--- config.mk ---
export PLATFORM = sky130hd
export DESIGN_NAME = rca2_bist_ctrl
export DESIGN_NICKNAME = d
export VERILOG_FILES = /design/src/rtl/rca2_pkg.sv /design/src/rtl/rca2_slice_cmp.sv /design/src/rtl/rca2_bist_ctrl.sv
export SDC_FILE = /design/constraint.sdc
export NUM_CORES = 1
export LEC_CHECK = 0
export CAP_MARGIN = 20
export CORE_MARGIN = 2
export CORE_UTILIZATION = 40
export CTS_BUF_LIST = sky130_fd_sc_hd__clkbuf_8
export DETAILED_ROUTE_END_ITERATION = 12
export MAX_ROUTING_LAYER = met4
export PLACE_DENSITY = 0.67
export SETUP_SLACK_MARGIN = 0.05
export SYNTH_ARGS = -nofsm -noshare
export SYNTH_HDL_FRONTEND = slang
export SYNTH_SLANG_ARGS = --single-unit
--- constraint.sdc ---
create_clock -name clk -period 2.6 [get_ports clk]
set_input_delay 0.52 -clock clk [delete_from_list [all_inputs] [get_ports clk]]
set_output_delay 0.52 -clock clk [all_outputs]
set_load 0.03 [all_outputs]
--- src/rtl/rca2_pkg.sv ---
// rtl/rca2_pkg.sv - shared types and golden full-adder model for the RCA BIST controller
package rca2_pkg;

  typedef enum logic [2:0] {
    ST_IDLE,
    ST_CLEAR,
    ST_APPLY,
    ST_CHECK,
    ST_DONE
  } state_t;

  localparam logic [2:0] VEC_LAST = 3'd7;
  localparam int         NSLICE   = 4;

  // Returns {cout, sum}
  function automatic logic [1:0] fa_golden(input logic a, input logic b, input logic cin);
    return {(a & b) | (a & cin) | (b & cin), a ^ b ^ cin};
  endfunction

endpackage

--- src/rtl/rca2_slice_cmp.sv ---
// rtl/rca2_slice_cmp.sv - compares every slice against the golden full adder for one vector
module rca2_slice_cmp #(
  parameter int NSLICE = 4
) (
  input  logic                a,
  input  logic                b,
  input  logic                cin,
  input  logic [NSLICE-1:0]   slice_sum,
  input  logic [NSLICE-1:0]   slice_cout,
  output logic [2*NSLICE-1:0] comp
);
  import rca2_pkg::*;

  logic [1:0] gold;

  assign gold = fa_golden(a, b, cin);
  // Carry mismatches occupy the upper half, sum mismatches the lower half
  assign comp = {slice_cout ^ {NSLICE{gold[1]}}, slice_sum ^ {NSLICE{gold[0]}}};

endmodule

--- src/rtl/rca2_bist_ctrl.sv ---
// rtl/rca2_bist_ctrl.sv - exhaustive full-adder BIST sequencer producing comp/test for the select generator
module rca2_bist_ctrl #(
  parameter int NSLICE = 4,
  parameter int SETTLE = 2
) (
  input  logic                clk,
  input  logic                init,
  input  logic                start,
  output logic [NSLICE-1:0]   slice_a,
  output logic [NSLICE-1:0]   slice_b,
  output logic [NSLICE-1:0]   slice_cin,
  input  logic [NSLICE-1:0]   slice_sum,
  input  logic [NSLICE-1:0]   slice_cout,
  output logic                sel_init,
  output logic                test,
  output logic [2*NSLICE-1:0] comp,
  output logic [2*NSLICE-1:0] fault_map,
  output logic [3:0]          err_cnt,
  output logic                busy,
  output logic                done,
  output logic                fail
);
  import rca2_pkg::*;

  localparam logic [3:0] SETTLE_M1 = 4'(SETTLE - 1);

  state_t              state;
  logic [2:0]          vec;
  logic [2:0]          vec_next;
  logic [3:0]          settle_cnt;
  logic [2*NSLICE-1:0] cmp_now;

  assign vec_next = vec + 3'd1;

  rca2_slice_cmp #(.NSLICE(NSLICE)) u_cmp (
    .a          (vec[2]),
    .b          (vec[1]),
    .cin        (vec[0]),
    .slice_sum  (slice_sum),
    .slice_cout (slice_cout),
    .comp       (cmp_now)
  );

  always_ff @(posedge clk) begin
    if (init) begin
      state      <= ST_IDLE;
      vec        <= '0;
      settle_cnt <= '0;
      slice_a    <= '0;
      slice_b    <= '0;
      slice_cin  <= '0;
      sel_init   <= 1'b0;
      test       <= 1'b0;
      comp       <= '0;
      fault_map  <= '0;
      err_cnt    <= '0;
      busy       <= 1'b0;
      done       <= 1'b0;
      fail       <= 1'b0;
    end else begin
      case (state)
        ST_IDLE, ST_DONE: begin
          if (start) begin
            state     <= ST_CLEAR;
            sel_init  <= 1'b1;
            vec       <= '0;
            slice_a   <= '0;
            slice_b   <= '0;
            slice_cin <= '0;
            fault_map <= '0;
            err_cnt   <= '0;
            fail      <= 1'b0;
            busy      <= 1'b1;
            done      <= 1'b0;
          end
        end
        ST_CLEAR: begin
          state      <= ST_APPLY;
          sel_init   <= 1'b0;
          settle_cnt <= '0;
          slice_a    <= {NSLICE{vec[2]}};
          slice_b    <= {NSLICE{vec[1]}};
          slice_cin  <= {NSLICE{vec[0]}};
        end
        ST_APPLY: begin
          // Slice outputs are sampled only on the final settle edge
          if (settle_cnt == SETTLE_M1) begin
            state <= ST_CHECK;
            test  <= 1'b1;
            comp  <= cmp_now;
          end else begin
            settle_cnt <= settle_cnt + 4'd1;
          end
        end
        ST_CHECK: begin
          test       <= 1'b0;
          comp       <= '0;
          settle_cnt <= '0;
          fault_map  <= fault_map | comp;
          fail       <= |(fault_map | comp);
          if (|comp) err_cnt <= err_cnt + 4'd1;
          if (vec == VEC_LAST) begin
            state <= ST_DONE;
            busy  <= 1'b0;
            done  <= 1'b1;
          end else begin
            state     <= ST_APPLY;
            vec       <= vec_next;
            slice_a   <= {NSLICE{vec_next[2]}};
            slice_b   <= {NSLICE{vec_next[1]}};
            slice_cin <= {NSLICE{vec_next[0]}};
          end
        end
        default: state <= ST_IDLE;
      endcase
    end
  end

endmodule

==> results of run 1 <==
-- area by class of cell --
class / instances / area (µm²) / area share
tap: 52 / 65.1 / 0.0281
sequential: 38 / 761 / 0.328
multi-input combinational: 135 / 915 / 0.395
clock inverter: 2 / 10.0 / 0.00432
timing repair buffer: 49 / 485 / 0.210
inverter: 3 / 11.3 / 0.00486
clock buffer: 5 / 68.8 / 0.0297
-- metal layers --
| layer | track usage | up-vias | share of wire |
|---|---|---|---|
| li1 | - | 767 | - |
| met1 | 0.216 | 741 | 0.46 |
| met2 | 0.265 | 45 | 0.47 |
| met3 | 0.0444 | 5 | 0.055 |
| met4 | 0.0617 | 0 | 0.016 |
| met5 | - | - | 0 |
-- sequential cells by signal (all words and copies together) (netlist names), 3 cells and up --
signal	flops
comp	8
vec	3
fault_map	8
state	3
settle_cnt	4
err_cnt	4
-- cell usage in the layout, fill, tap and decap left out, types with 2 or more instances in the layout --
| master | n |
|---|---|
| nand2b_1 | 6 |
| ha_1 | 5 |
| nand3_1 | 3 |
| clkinv_2 | 2 |
| o21ai_0 | 3 |
| o211ai_1 | 3 |
| and3b_1 | 2 |
| nor3b_2 | 2 |
| clkbuf_8 | 5 |
| dfxtp_1 | 38 |
| a22oi_1 | 8 |
| nor2_1 | 25 |
| a211oi_1 | 11 |
| xnor2_1 | 11 |
| buf_4 | 2 |
| mux2i_1 | 3 |
| nor4_1 | 6 |
| nand2_1 | 11 |
| clkdlybuf4s50_1 | 47 |
| a21oi_1 | 13 |
| and2_1 | 2 |
| a21o_1 | 2 |
| inv_1 | 3 |
-- kinds of logic (layout without fill, tap and decap cells) --
| logic type | after synthesis | count (layout) | share of synthesized area |
|---|---|---|---|
| and+or+nand+nor | 65 | 65 | 0.184 |
| AOI/OAI and AO/OA | 49 | 49 | 0.188 |
| DFF | 38 | 38 | 0.406 |
| buffers and inverters | 28 | 59 | 0.106 |
| xor gates and xnor gates | 12 | 12 | 0.0561 |
| adders and majority gates | 6 | 6 | 0.0441 |
| muxes | 3 | 3 | 0.0160 |
-- power groups by stage --
| stage | sequential, mW | clock (mW) | combinational (mW) |
|---|---|---|---|
| after floorplan | 0.640 | 0 | 0.131 |
| after global placement | 0.638 | 0 | 0.174 |
| after detailed placement | 0.638 | 0 | 0.176 |
| after CTS | 0.625 | 0.394 | 0.177 |
| after global routing | 0.630 | 0.424 | 0.192 |
| final | 0.625 | 0.386 | 0.176 |
-- path summary, 6_finish.rpt --
kind / endpoint / slack (ns) / depth (start not counted)
setup / recovery: err_cnt[1] / 0.68 / 1
hold reg to reg: busy$_SDFFE_PP0P_ / 0.47 / 2
hold / removal: busy$_SDFFE_PP0P_ / 0.47 / 2
setup reg to reg: comp[4]$_SDFFE_PP0P_ / 0.68 / 4
-- cells in the mapped netlist (2+ instances only) --
library cell and n:
a211oi_1 11, a21o_1 2, a21oi_1 13, a22oi_1 8, and2_1 2, and3b_1 2
buf_1 3, buf_4 9, buf_6 6, clkbuf_1 4, dfxtp_1 38, ha_1 5
inv_1 3, mux2i_1 3, nand2_1 11, nand2b_1 6, nand3_1 3, nor2_1 25
nor3b_2 2, nor4_1 6, o211ai_1 3, o21ai_0 3, xnor2_1 11
==> flow_summary.toml, run 1 <==
[global_route]
overflow = 0
track_usage = 0.171
grt_pass1_wl_mm = 6.69
grt_max_degree = 18
grt_pass1_vias = 1425
antenna_found_initial = 0

[setup_path]
worstPathRequired_ns = 2.08
path_buf_inv = 1
worstPathCellList = "clkdlybuf4s50_1"
critical-path-slowest-cell = "clkdlybuf4s50_1"
arrival_ns = 1.40
cp-end-kind = "primary output"
cp_top_family = "buffers and inverters"
critPathLaunch = "err_cnt[1]$_SDFFE_PP0P_"
startpoint_type = "register"
r2r-start = "state[1]$_SDFFE_PP0P_"
cp_max_fo = 5
crit_type = "reg -> out"
slowest_delay_ns = 0.70

[power]
power_leakage_nw = 0.813
p_per_area_mw_per_mm2 = 512
power.net_switching_uw = 330
irDropWorstVdd_v = 0.000298
power.total_mw = 1.19
p_seq_frac = 0.527
intPower_uw = 857
switching_share = 0.278
combPwrFrac = 0.148
pwr-share-clk = 0.325

[final_layout]
final_core_util = 0.521
instances_no_fill = 284
final_nets = 249
fill_cells = 426
fin_area_mm2 = 0.00232
drive_gt1_frac = 0.0776
area_growth_syn_to_layout_pct = 23.6
antennaDiodeCount = 0

[logic_synthesis]
synth_edf_count = 0
ys_warn_count = 0
synth_area_leaders = "dfxtp_1 (41%), xnor2_1 (5.1%), nor2_1 (5.0%)"
yosysUniqueCellTypes = 45
ys.flop_type = "dfxtp_1"
syn_nets = 218
yosysSeqAreaShare = 0.406
syn-cell-area_mm2 = 0.00187
postSynthAreaPerCell_um2 = 9.32
ys_seq_elements = 38
syn_inst = 201
synth_top_cell_by_area = "dfxtp_1"
netlist.area_leader.share = 0.406
synthArstFlopShare = 0

[clock_tree]
cts-buffers-inserted = 5
ctsHoldBuffers = 0
cts_setup_buffers = 0
cts.sinks = 38
ctsRootBufferMaster = "clkbuf_8"
clk_pin_slew_ns = 0.07
clk_path_buf_depth = 2
clkLatencyLatePin_ns = 0.29
cts_tree = "yes"
cts.repair.resized = 0
htreeDepth = 2

[floorplanning]
core_area_mm2 = 0.00444
rows = 24
die_h_um = 72.4
die_x_um = 72.4
ios = 48
start_util = 0.421
dieArea_mm2 = 0.00525

[hold_path]
hold_path.class = "reg -> reg"
holdCritStartpoint = "busy$_SDFFE_PP0P_"

[route]
drc_errors = 0
ant_nets = 0
wl_per_cell_um = 14.1
vias_per_cell = 5.49
finalWirelength_mm = 4.00
drtIter0Drc = 90
drt_pass1_iterations = 4
via_count = 1558

[flow_run]
drv_cap = 0

[place]
place_congestion = 0.790
pre_cts_ws_ns = 0.608
numPlacedInstances = 277
placed_area_mm2 = 0.00224
dpl.hpwl_mm = 2.85
port_buffers = 47

[timing]
finalSetupTns_ns = 0
finClkSkew_ns = 0.00341
tightestPinTransition_ns = 0.605
hold_viol = 0
layout_setup_ws_ns = 0.679
rsz0062_at_grt = "false"
period_minus_slack_ns = 1.92
fmax_mhz = 521
relSlewSlack = 0.597
period_share = 0.739
finalSetupViolCount = 0
slew_viol_final = 0
whs_ns = 0.468

[status]
status = "completed"
No activity file was read; power rests on OpenSTA's default activity.
==> inputs of run 2 (changes only) <==
- PLACE_DENSITY: 0.67 -> 0.7
- clock period: 2.6 -> 1.7 ns (I/O delays scaled with it)
==> flow_summary.toml, run 2 (synthesis results as in run 1) <==
[setup_path]
cp_max_fo = 17
cp-end-kind = "register"
r2r_end = "comp[3]$_SDFFE_PP0P_"
r2r-start = "settle_cnt[0]$_SDFFE_PP0P_"
crit_type = "reg -> reg"
startpoint_type = "register"
crit_end = "comp[3]$_SDFFE_PP0P_"
worstPathRequired_ns = 1.91
reg2reg_depth = 6
r2r_slack_ns = 0.20
critPathLaunch = "settle_cnt[0]$_SDFFE_PP0P_"
arrival_ns = 1.71

[route]
vias_per_cell = 5.26
drc_errors = 0
drtIter0Drc = 88
ant_nets = 0
finalWirelength_mm = 3.93
drt_pass1_iterations = 4
via_count = 1524
wl_per_cell_um = 13.6

[place]
numPlacedInstances = 282
port_buffers = 47
placed_area_mm2 = 0.00230
place_congestion = 0.788
dpl.hpwl_mm = 2.85

[final_layout]
fin_area_mm2 = 0.00236
area_growth_syn_to_layout_pct = 25.9
fill_cells = 427
reg.largest.list = "comp: 8 flops, fault_map: 8 flops"
layout_common_cells = "dfxtp_1 (37), dlygate4sd2_1 (36), nor2_1 (25), a21oi_1 (13)"
final_common_cell = "dfxtp_1"
drive_gt1_frac = 0.113
multi_input_area_um2 = 920
instances_no_fill = 290
final_nets = 254
antennaDiodeCount = 0
final_core_util = 0.531
seq_area_um2 = 762

[global_route]
track_usage = 0.168
overflow = 0
grt_pass1_vias = 1395
grt_pass1_wl_mm = 6.65
antenna_found_initial = 0
grt_max_degree = 31

[clock_tree]
htreeDepth = 2
ctsRootBufferMaster = "clkbuf_8"
cts.repair.resized = 36
cts-buffers-inserted = 5
cts_setup_buffers = 0
cts_tree = "yes"
clk_path_buf_depth = 2
ctsHoldBuffers = 0
clk_pin_slew_ns = 0.08
clkLatencyLatePin_ns = 0.29
cts.sinks = 38

[power]
p_per_area_mw_per_mm2 = 798
power.total_mw = 1.88
power_leakage_nw = 1.03
irDropWorstVdd_v = 0.000498

[timing]
slew_viol_final = 0
finClkSkew_ns = 0.00437
rsz0062_at_grt = "false"
period_minus_slack_ns = 1.50
finalSetupViolCount = 0
tightestPinTransition_ns = 0.408
fmax_mhz = 666
hold_viol = 0
whs_ns = 0.459
relSlewSlack = 0.727
period_share = 0.884

[floorplanning]
rows = 24
die_x_um = 72.4
die_h_um = 72.4
start_util = 0.421
ios = 48
core_area_mm2 = 0.00444
dieArea_mm2 = 0.00525

[hold_path]
holdCritStartpoint = "busy$_SDFFE_PP0P_"
hold_path.class = "reg -> reg"

[status]
status = "completed"

[flow_run]
drv_cap = 0
## run 2: worst min path at each step
| stage | to | slack [ns] | depth (start not counted) |
|---|---|---|---|
| after floorplan | settle_cnt[3]$_SDFFE_PP0P_ | 0.50 | 2 |
| after detailed placement | busy$_SDFFE_PP0P_ | 0.45 | 2 |
| final | busy$_SDFFE_PP0P_ | 0.46 | 2 |
| after global placement | done$_SDFFE_PP0P_ | 0.45 | 2 |
| after global routing | done$_SDFFE_PP0P_ | 0.49 | 2 |
| after CTS | busy$_SDFFE_PP0P_ | 0.47 | 2 |
## run 2: final cells by class
class | instances | area share
clock buffers | 6 | 0.0350
multi-input cells | 135 | 0.390
well taps | 52 | 0.0276
clock inverters | 2 | 0.00531
repair buffers | 54 | 0.214
inverters | 3 | 0.00477
flip-flops and latches | 38 | 0.323
## run 2: stage by stage
step / setup slack (ns) / TNS, ns
after floorplan: 0.239 / 0
after global placement: -0.00501 / -0.00600
after detailed placement: -0.0379 / -0.333
after CTS: 0.0515 / 0
after global routing: 0.0872 / 0
final: 0.198 / 0
## run 2: report_power, final
part | internal [mW] | switching, mW
sequential | 0.915 | 0.0341
combinational | 0.123 | 0.156
clock | 0.326 | 0.329
total | 1.36 | 0.519
## run 2: layer usage
| metal | wire length [µm] | GRT usage |
|---|---|---|
| met1 | 1940 | 0.216 |
| met2 | 1740 | 0.251 |
| met3 | 174 | 0.0417 |
| met4 | 80 | 0.0741 |
| met5 | 0 | - |
## run 2: worst max-delay path: stages (launching register included)
cell	delay, ns
dfxtp_1	0.39
ha_1	0.16
nor3b_2	0.27
and2_4	0.22
buf_12	0.14
nor2_1	0.04
a211oi_1	0.20
==> inputs of run 3 (changes only) <==
- CORE_ASPECT_RATIO: unset -> 1.1
- CORE_UTILIZATION: 40 -> 25
- PLACE_DENSITY: 0.7 -> 0.48
- TNS_END_PERCENT: unset -> 30
==> flow_summary.toml, run 3 (synthesis results as in run 1) <==
[final_layout]
area_growth_syn_to_layout_pct = 29.9
final_nets = 256
reg.largest.list = "comp: 8 flops, fault_map: 8 flops"
multi_input_area_um2 = 923
instances_no_fill = 327
fill_cells = 780
fin_area_mm2 = 0.00243
drive_gt1_frac = 0.113
final_core_util = 0.331
layout_common_cells = "dfxtp_1 (36), dlygate4sd2_1 (36), nor2_1 (25), a21oi_1 (13)"
antennaDiodeCount = 0
seq_area_um2 = 763

[route]
drc_errors = 0
vias_per_cell = 4.62
finalWirelength_mm = 4.47
drtIter0Drc = 65
via_count = 1512
drt_pass1_iterations = 4
wl_per_cell_um = 13.7
ant_nets = 0

[flow_run]
drv_cap = 0

[power]
power_leakage_nw = 1.06
power.total_mw = 1.99
p_per_area_mw_per_mm2 = 817
irDropWorstVdd_v = 0.000297

[hold_path]
hold_path.class = "reg -> reg"
holdPathStages = 2

[setup_path]
startpoint_type = "register"
cp_num_cells = 3
r2r-start = "vec[0]$_SDFFE_PP0P_"
worstPathRequired_ns = 1.90
crit_type = "reg -> reg"
path_buf_inv = 0
cp-end-kind = "register"
r2r_slack_ns = 0.18
cp_top_family = "adder cells"
critical-path-slowest-cell = "fa_1"
cp_max_fo = 5
slowest_delay_ns = 0.71
reg2reg_depth = 3
crit_end = "comp[2]$_SDFFE_PP0P_"
r2r_end = "comp[2]$_SDFFE_PP0P_"
arrival_ns = 1.72
worstPathCellList = "fa_1 > xnor2_1 > a211oi_1"
critPathLaunch = "vec[0]$_SDFFE_PP0P_"

[place]
placed_area_mm2 = 0.00236
place_congestion = 0.725
numPlacedInstances = 319
dpl.hpwl_mm = 3.30
port_buffers = 47
pre_cts_ws_ns = -0.0245

[timing]
rsz0062_at_grt = "true"
relSlewSlack = 0.729
period_minus_slack_ns = 1.52
layout_setup_ws_ns = 0.183
tightestPinTransition_ns = 0.402
period_share = 0.892
whs_ns = 0.459
finalSetupViolCount = 0
finClkSkew_ns = 0.00976
slew_viol_final = 0
finalSetupTns_ns = 0
fmax_mhz = 659
hold_viol = 0

[clock_tree]
ctsRootBufferMaster = "clkbuf_8"
cts_tree = "yes"
clk_path_buf_depth = 2
cts.sinks = 38
ctsHoldBuffers = 0
cts-buffers-inserted = 5
cts_setup_buffers = 0
clkLatencyLatePin_ns = 0.29
clk_pin_slew_ns = 0.08
htreeDepth = 2

[global_route]
grt_max_degree = 18
overflow = 0
grt_pass1_vias = 1489
track_usage = 0.119
grt_pass1_wl_mm = 7.33
antenna_found_initial = 0

[floorplanning]
ios = 48
dieArea_mm2 = 0.00820
die_h_um = 94.8
core_area_mm2 = 0.00735
rows = 33
die_x_um = 86.5
start_util = 0.255

[status]
status = "completed"
run 3: worst min-delay path by stage:
stage / startpoint / endpoint
after floorplan: settle_cnt[3]$_SDFFE_PP0P_ / settle_cnt[3]$_SDFFE_PP0P_
after global placement: busy$_SDFFE_PP0P_ / busy$_SDFFE_PP0P_
after detailed placement: busy$_SDFFE_PP0P_ / busy$_SDFFE_PP0P_
after CTS: busy$_SDFFE_PP0P_ / busy$_SDFFE_PP0P_
after global routing: done$_SDFFE_PP0P_ / done$_SDFFE_PP0P_
final: busy$_SDFFE_PP0P_ / busy$_SDFFE_PP0P_
run 3: worst min-delay path: stages (launching register included):
cell and delay, ns:
dfxtp_1 0.31, nand2_1 0.05, a21oi_1 0.05
run 3: routing by layer:
layer  vias to the layer above  track usage  part of all wire
li1                        783            -                 -
met4                         0       0.0391            0.0078
met2                        28        0.193              0.48
met1                       696        0.147              0.48
met5                         -            -                 0
met3                         5       0.0271             0.031
run 3: where the power goes:
group | switching (mW) | internal (mW)
logic | 0.162 | 0.131
registers | 0.0346 | 0.916
clock network | 0.317 | 0.427
run 3: what timing repair did:
action,4_1_cts,5_1_grt
cloned,0,0
gates resized for setup,36,5
endpoints found under the setup margin,36,9
run 3: final cells by class:
cell class,instances,area share
sequential,38,0.314
clock buffer,5,0.0283
inverter,3,0.00463
timing repair buffer,56,0.214
tap,87,0.0447
multi-input combinational,135,0.379
clock inverter,3,0.0154
==> edit 1 (settings of run 3) <==
Encoding of `state_t`: now Gray code (3 bits for 5 states).
--- a/src/rtl/rca2_pkg.sv
+++ b/src/rtl/rca2_pkg.sv
@@ -3,9 +3,9 @@
 
   typedef enum logic [2:0] {
-    ST_IDLE,
-    ST_CLEAR,
-    ST_APPLY,
-    ST_CHECK,
-    ST_DONE
+    ST_IDLE  = 3'b000,
+    ST_CLEAR = 3'b001,
+    ST_APPLY = 3'b011,
+    ST_CHECK = 3'b010,
+    ST_DONE  = 3'b110
   } state_t;
 
Function: same outputs for any inputs over 10 cycles, from zero or initial values; not proved beyond that.
==> edit 1 against run 3 <==
Cell count is 6.7% higher. Sequential cell count stayed put. Non-clock buffer count is 13 higher. Final area is 5.0% higher. Worst setup slack worse by 0.028 ns. Power is 1.1% higher. Routed wire length is 4.3% higher. Clock power is 21% lower. Area after synthesis stayed put. Largest cell class unchanged. Largest power group unchanged.
==> edit 1: results <==
export IMPL_status="complete, no violations"
export IMPL_r2r_end="vec[0]"
export IMPL_place_congestion=0.764
export IMPL_rr_worst_depth=4
export IMPL_period_share_pct=90.9
export IMPL_synth_mux_area_fraction_pct=0.601
export IMPL_drt_iter0_markers=68
export IMPL_dpl_worst_slack_ns=-0.0885
export IMPL_cpPeakStageDelay_ns=0.47
export IMPL_drive_above_1_share_pct=16.4
export IMPL_yosysUniqueCellTypes=46
export IMPL_p_leak_nw=1.13
export IMPL_critPathTopFamily="simple AND/OR/NAND/NOR gates"
export IMPL_synth_adder_area_share_pct=5.08
export IMPL_dp_hpwl_um=3530
export IMPL_arrival_ns=1.76
export IMPL_max_vdd_ir_drop_mv=0.321
export IMPL_synthTopCellsByCount="dfxtp_1 (38), nor2_1 (28), a21oi_1 (14)"
export IMPL_grt_pass1_wl_um=7880
export IMPL_nFillCells=802
export IMPL_via_count=1665
export IMPL_synthTopCellsByArea="dfxtp_1 (41%), nor2_1 (5.6%), buf_4 (4.4%), xnor2_1 (4.2%), ha_1 (4.0%)"
export IMPL_min_from="done"
export IMPL_r2r_start="state[2]"
export IMPL_wire_per_inst_um=13.4
export IMPL_cp_max_fo=7
export IMPL_min_to="done"
export IMPL_synth_nets=225
export IMPL_fin_nets=280
export IMPL_worst_slew_pin_slew_ns=0.424
export IMPL_grtUsageTotal_pct=12.5
export IMPL_synthXorXnorAreaFrac_pct=5.14
## edit 1: cells by family (layout without fill, tap and decap cells)
family                   Yosys count  in the layout
AND/OR/NAND/NOR                   78             78
AO/OA/AOI/OAI                     47             47
flip-flops                        38             38
buffers and inverters             25             80
XOR/XNOR                          11             11
adder cells (fa/ha/maj)            7              7
multiplexers                       1              1
## edit 1: power by group
part | total (mW) | internal, mW | switching, mW
Clock | 0.588 | 0.275 | 0.313
Combinational | 0.461 | 0.200 | 0.261
Sequential | 0.961 | 0.925 | 0.0367
Total | 2.01 | 1.40 | 0.610
## edit 1: routing by layer
layer | wire length (um) | track usage [%]
met1 | 2180 | 15.5
met2 | 2190 | 20.2
met3 | 225 | 3.06
met4 | 64 | 3.91
met5 | 0 | -
## edit 1: final cells by class
cell class,instances,area share (%)
Multi-Input combinational cell,144,38.2
Timing Repair Buffer,69,23.8
Clock inverter,2,0.441
Inverter,4,0.588
Sequential cell,38,30.0
Clock buffer,5,2.69
Tap cell,87,4.26
## edit 1: per-stage QoR
stage	hold slack (ns)	utilization (%)	instances
global placement	0.455	33.9	342
finish	0.456	34.8	349
global route	0.477	34.8	349
floorplan	0.458	-	207
detailed placement	0.452	33.9	342
CTS	0.464	34.4	349
## edit 1: worst reg2reg max path, cell delays in order, from the launching register on
cell     delay (ns)
dfxtp_1        0.38
or3b_1         0.47
buf_4          0.20
or3_1          0.30
a21oi_1        0.13
## edit 1: worst max path at each step
| stage | from | endpoint | depth (start not counted) |
|---|---|---|---|
| 3_3_place_gp | start | slice_a[2] | 5 |
| 6_report | state[2] | vec[0] | 4 |
| 4_1_cts | busy | busy | 1 |
| 3_5_place_dp | start | slice_a[2] | 5 |
| 5_1_grt | vec[1] | slice_b[2] | 6 |
| 2_1_floorplan | state[0] | err_cnt[3] | 6 |
## edit 1: repair_timing
action                                  4_1_cts  5_1_grt
cloned                                        0        0
endpoints found under the hold margin         0        0
pin swaps                                     0        2
gates resized for setup                      35       10
hold buffers                                  0        0
endpoints found under the setup margin       35       16
==> edit 2 (flow settings as in run 3) <==
Without the edit above. `NSLICE` is set to 4 in 3 places; all go to 5.
--- a/src/rtl/rca2_pkg.sv
+++ b/src/rtl/rca2_pkg.sv
@@ -11,5 +11,5 @@
 
   localparam logic [2:0] VEC_LAST = 3'd7;
-  localparam int         NSLICE   = 4;
+  localparam int         NSLICE   = 5;
 
   // Returns {cout, sum}
--- a/src/rtl/rca2_slice_cmp.sv
+++ b/src/rtl/rca2_slice_cmp.sv
@@ -1,5 +1,5 @@
 // rtl/rca2_slice_cmp.sv - compares every slice against the golden full adder for one vector
 module rca2_slice_cmp #(
-  parameter int NSLICE = 4
+  parameter int NSLICE = 5
 ) (
   input  logic                a,
--- a/src/rtl/rca2_bist_ctrl.sv
+++ b/src/rtl/rca2_bist_ctrl.sv
@@ -1,5 +1,5 @@
 // rtl/rca2_bist_ctrl.sv - exhaustive full-adder BIST sequencer producing comp/test for the select generator
 module rca2_bist_ctrl #(
-  parameter int NSLICE = 4,
+  parameter int NSLICE = 5,
   parameter int SETTLE = 2
 ) (
Interface: changed (7 resized); port bits go from 48 to 57. No check against the original RTL was run, so the function may have changed too.
==> edit 2 against run 3 <==
Critical path depth is 2 higher. Routed wire length is 17% higher. Area after synthesis is 6.1% higher. Power is 0.57% lower. Worst setup slack worse by 0.12 ns. Sequential cell count is 4 higher. Largest power group unchanged. Sequential power is 7% higher. Final area is 13% higher.
==> edit 2: results <==
export IMPL_cpPeakStageDelay_ns=0.54
export IMPL_via_count=1757
export IMPL_fin_nets=302
export IMPL_r2r_end="fail"
export IMPL_grt_pass1_wl_um=8570
export IMPL_max_vdd_ir_drop_mv=0.288
export IMPL_cts_reportedPaths_clkPinSlew_ns=0.10
export IMPL_wire_per_inst_um=13.4
export IMPL_drive_above_1_share_pct=16.5
export IMPL_dr_pass1_iters=4
export IMPL_critPathSlowestCell="or4_4"
export IMPL_r2r_start="comp[1]"
export IMPL_arrival_ns=1.83
export IMPL_min_from="done"
export IMPL_yosysSeqAreaShare_pct=42.3
export IMPL_drt_iter0_markers=69
export IMPL_portBuffers=56
export IMPL_top_regs="comp x10, fault_map x10"
export IMPL_cp_max_fo=2
export IMPL_worst_r2r_setup_slack_ns=0.07
export IMPL_placed_area_um2=2700
export IMPL_clock_skew_ns=0.0122
export IMPL_grt_pass1_vias=1658
export IMPL_grt_max_degree=29
export IMPL_grtUsageTotal_pct=13.0
export IMPL_synth_nets=245
export IMPL_p_leak_nw=1.24
export IMPL_synthTopCellsByCount="dfxtp_1 (42), a21oi_1 (22), nand2_1 (22)"
export IMPL_status="complete, no violations"
export IMPL_cts_resized=42
export IMPL_yosysUniqueCellTypes=41
export IMPL_synthTopCellsByArea="dfxtp_1 (42%), xor2_1 (6.2%), a21oi_1 (5.5%), buf_4 (4.5%), nand2_1 (4.2%)"
export IMPL_slew_headroom_pct=70.5
export IMPL_synth_warnings=0
export IMPL_nFillCells=853
edit 2: cell types whose count changed in the layout (fill, tap and decap cells not counted), moves of 4 or more:
| cell | change |
|---|---|
| buf_4 | +14 |
| nand3_1 | +13 |
| xor2_1 | +13 |
| a211oi_1 | -11 |
| xnor2_1 | -11 |
| nand2_1 | +10 |
| nor2_1 | -10 |
| a21oi_1 | +8 |
| dlygate4sd2_1 | +6 |
| nor3_1 | +6 |
| nand3b_1 | +5 |
| clkdlybuf4s50_1 | +4 |
| nor4_1 | -4 |
edit 2: per-stage QoR:
stage	std cells	worst slack [ns]	power, mW
finish	392	0.0662	1.98
global route	392	0.00222	2.08
CTS	391	0.0507	2.01
detailed placement	383	0.0341	1.31
global placement	383	0.0220	1.31
floorplan	226	0.0413	1.20
edit 2: layer usage:
layer | GRT usage, % | vias up | part of all wire, %
li1 | - | 896 | -
met1 | 17.9 | 807 | 48
met2 | 19.2 | 50 | 47
met3 | 2.29 | 4 | 3.8
met4 | 4.48 | 0 | 1.1
met5 | - | - | 0
edit 2: cell type report:
class / instances / area share, %
tap: 108 / 4.91
clock buffer: 5 / 2.50
inverter: 3 / 0.409
timing repair buffer: 77 / 24.2
multi-input combinational: 154 / 36.2
clock inverter: 3 / 0.863
sequential: 42 / 30.9
edit 2: where the power goes:
group	leakage, nW	total [mW]	switching [mW]	internal [mW]
combinational	0.853	0.273	0.151	0.121
sequential	0.342	1.02	0.0181	1.00
clock	0.0491	0.686	0.388	0.298
total	1.24	1.98	0.558	1.42
edit 2: logic make-up after synthesis:
group | after synthesis | share of synthesized area (%)
mux | 4 | 2.14
compound gates | 41 | 12.1
buf+inv | 30 | 8.24
fa+ha+maj | 6 | 4.15
simple gates | 89 | 24.9
flops | 42 | 42.3
xor+xnor | 14 | 6.17
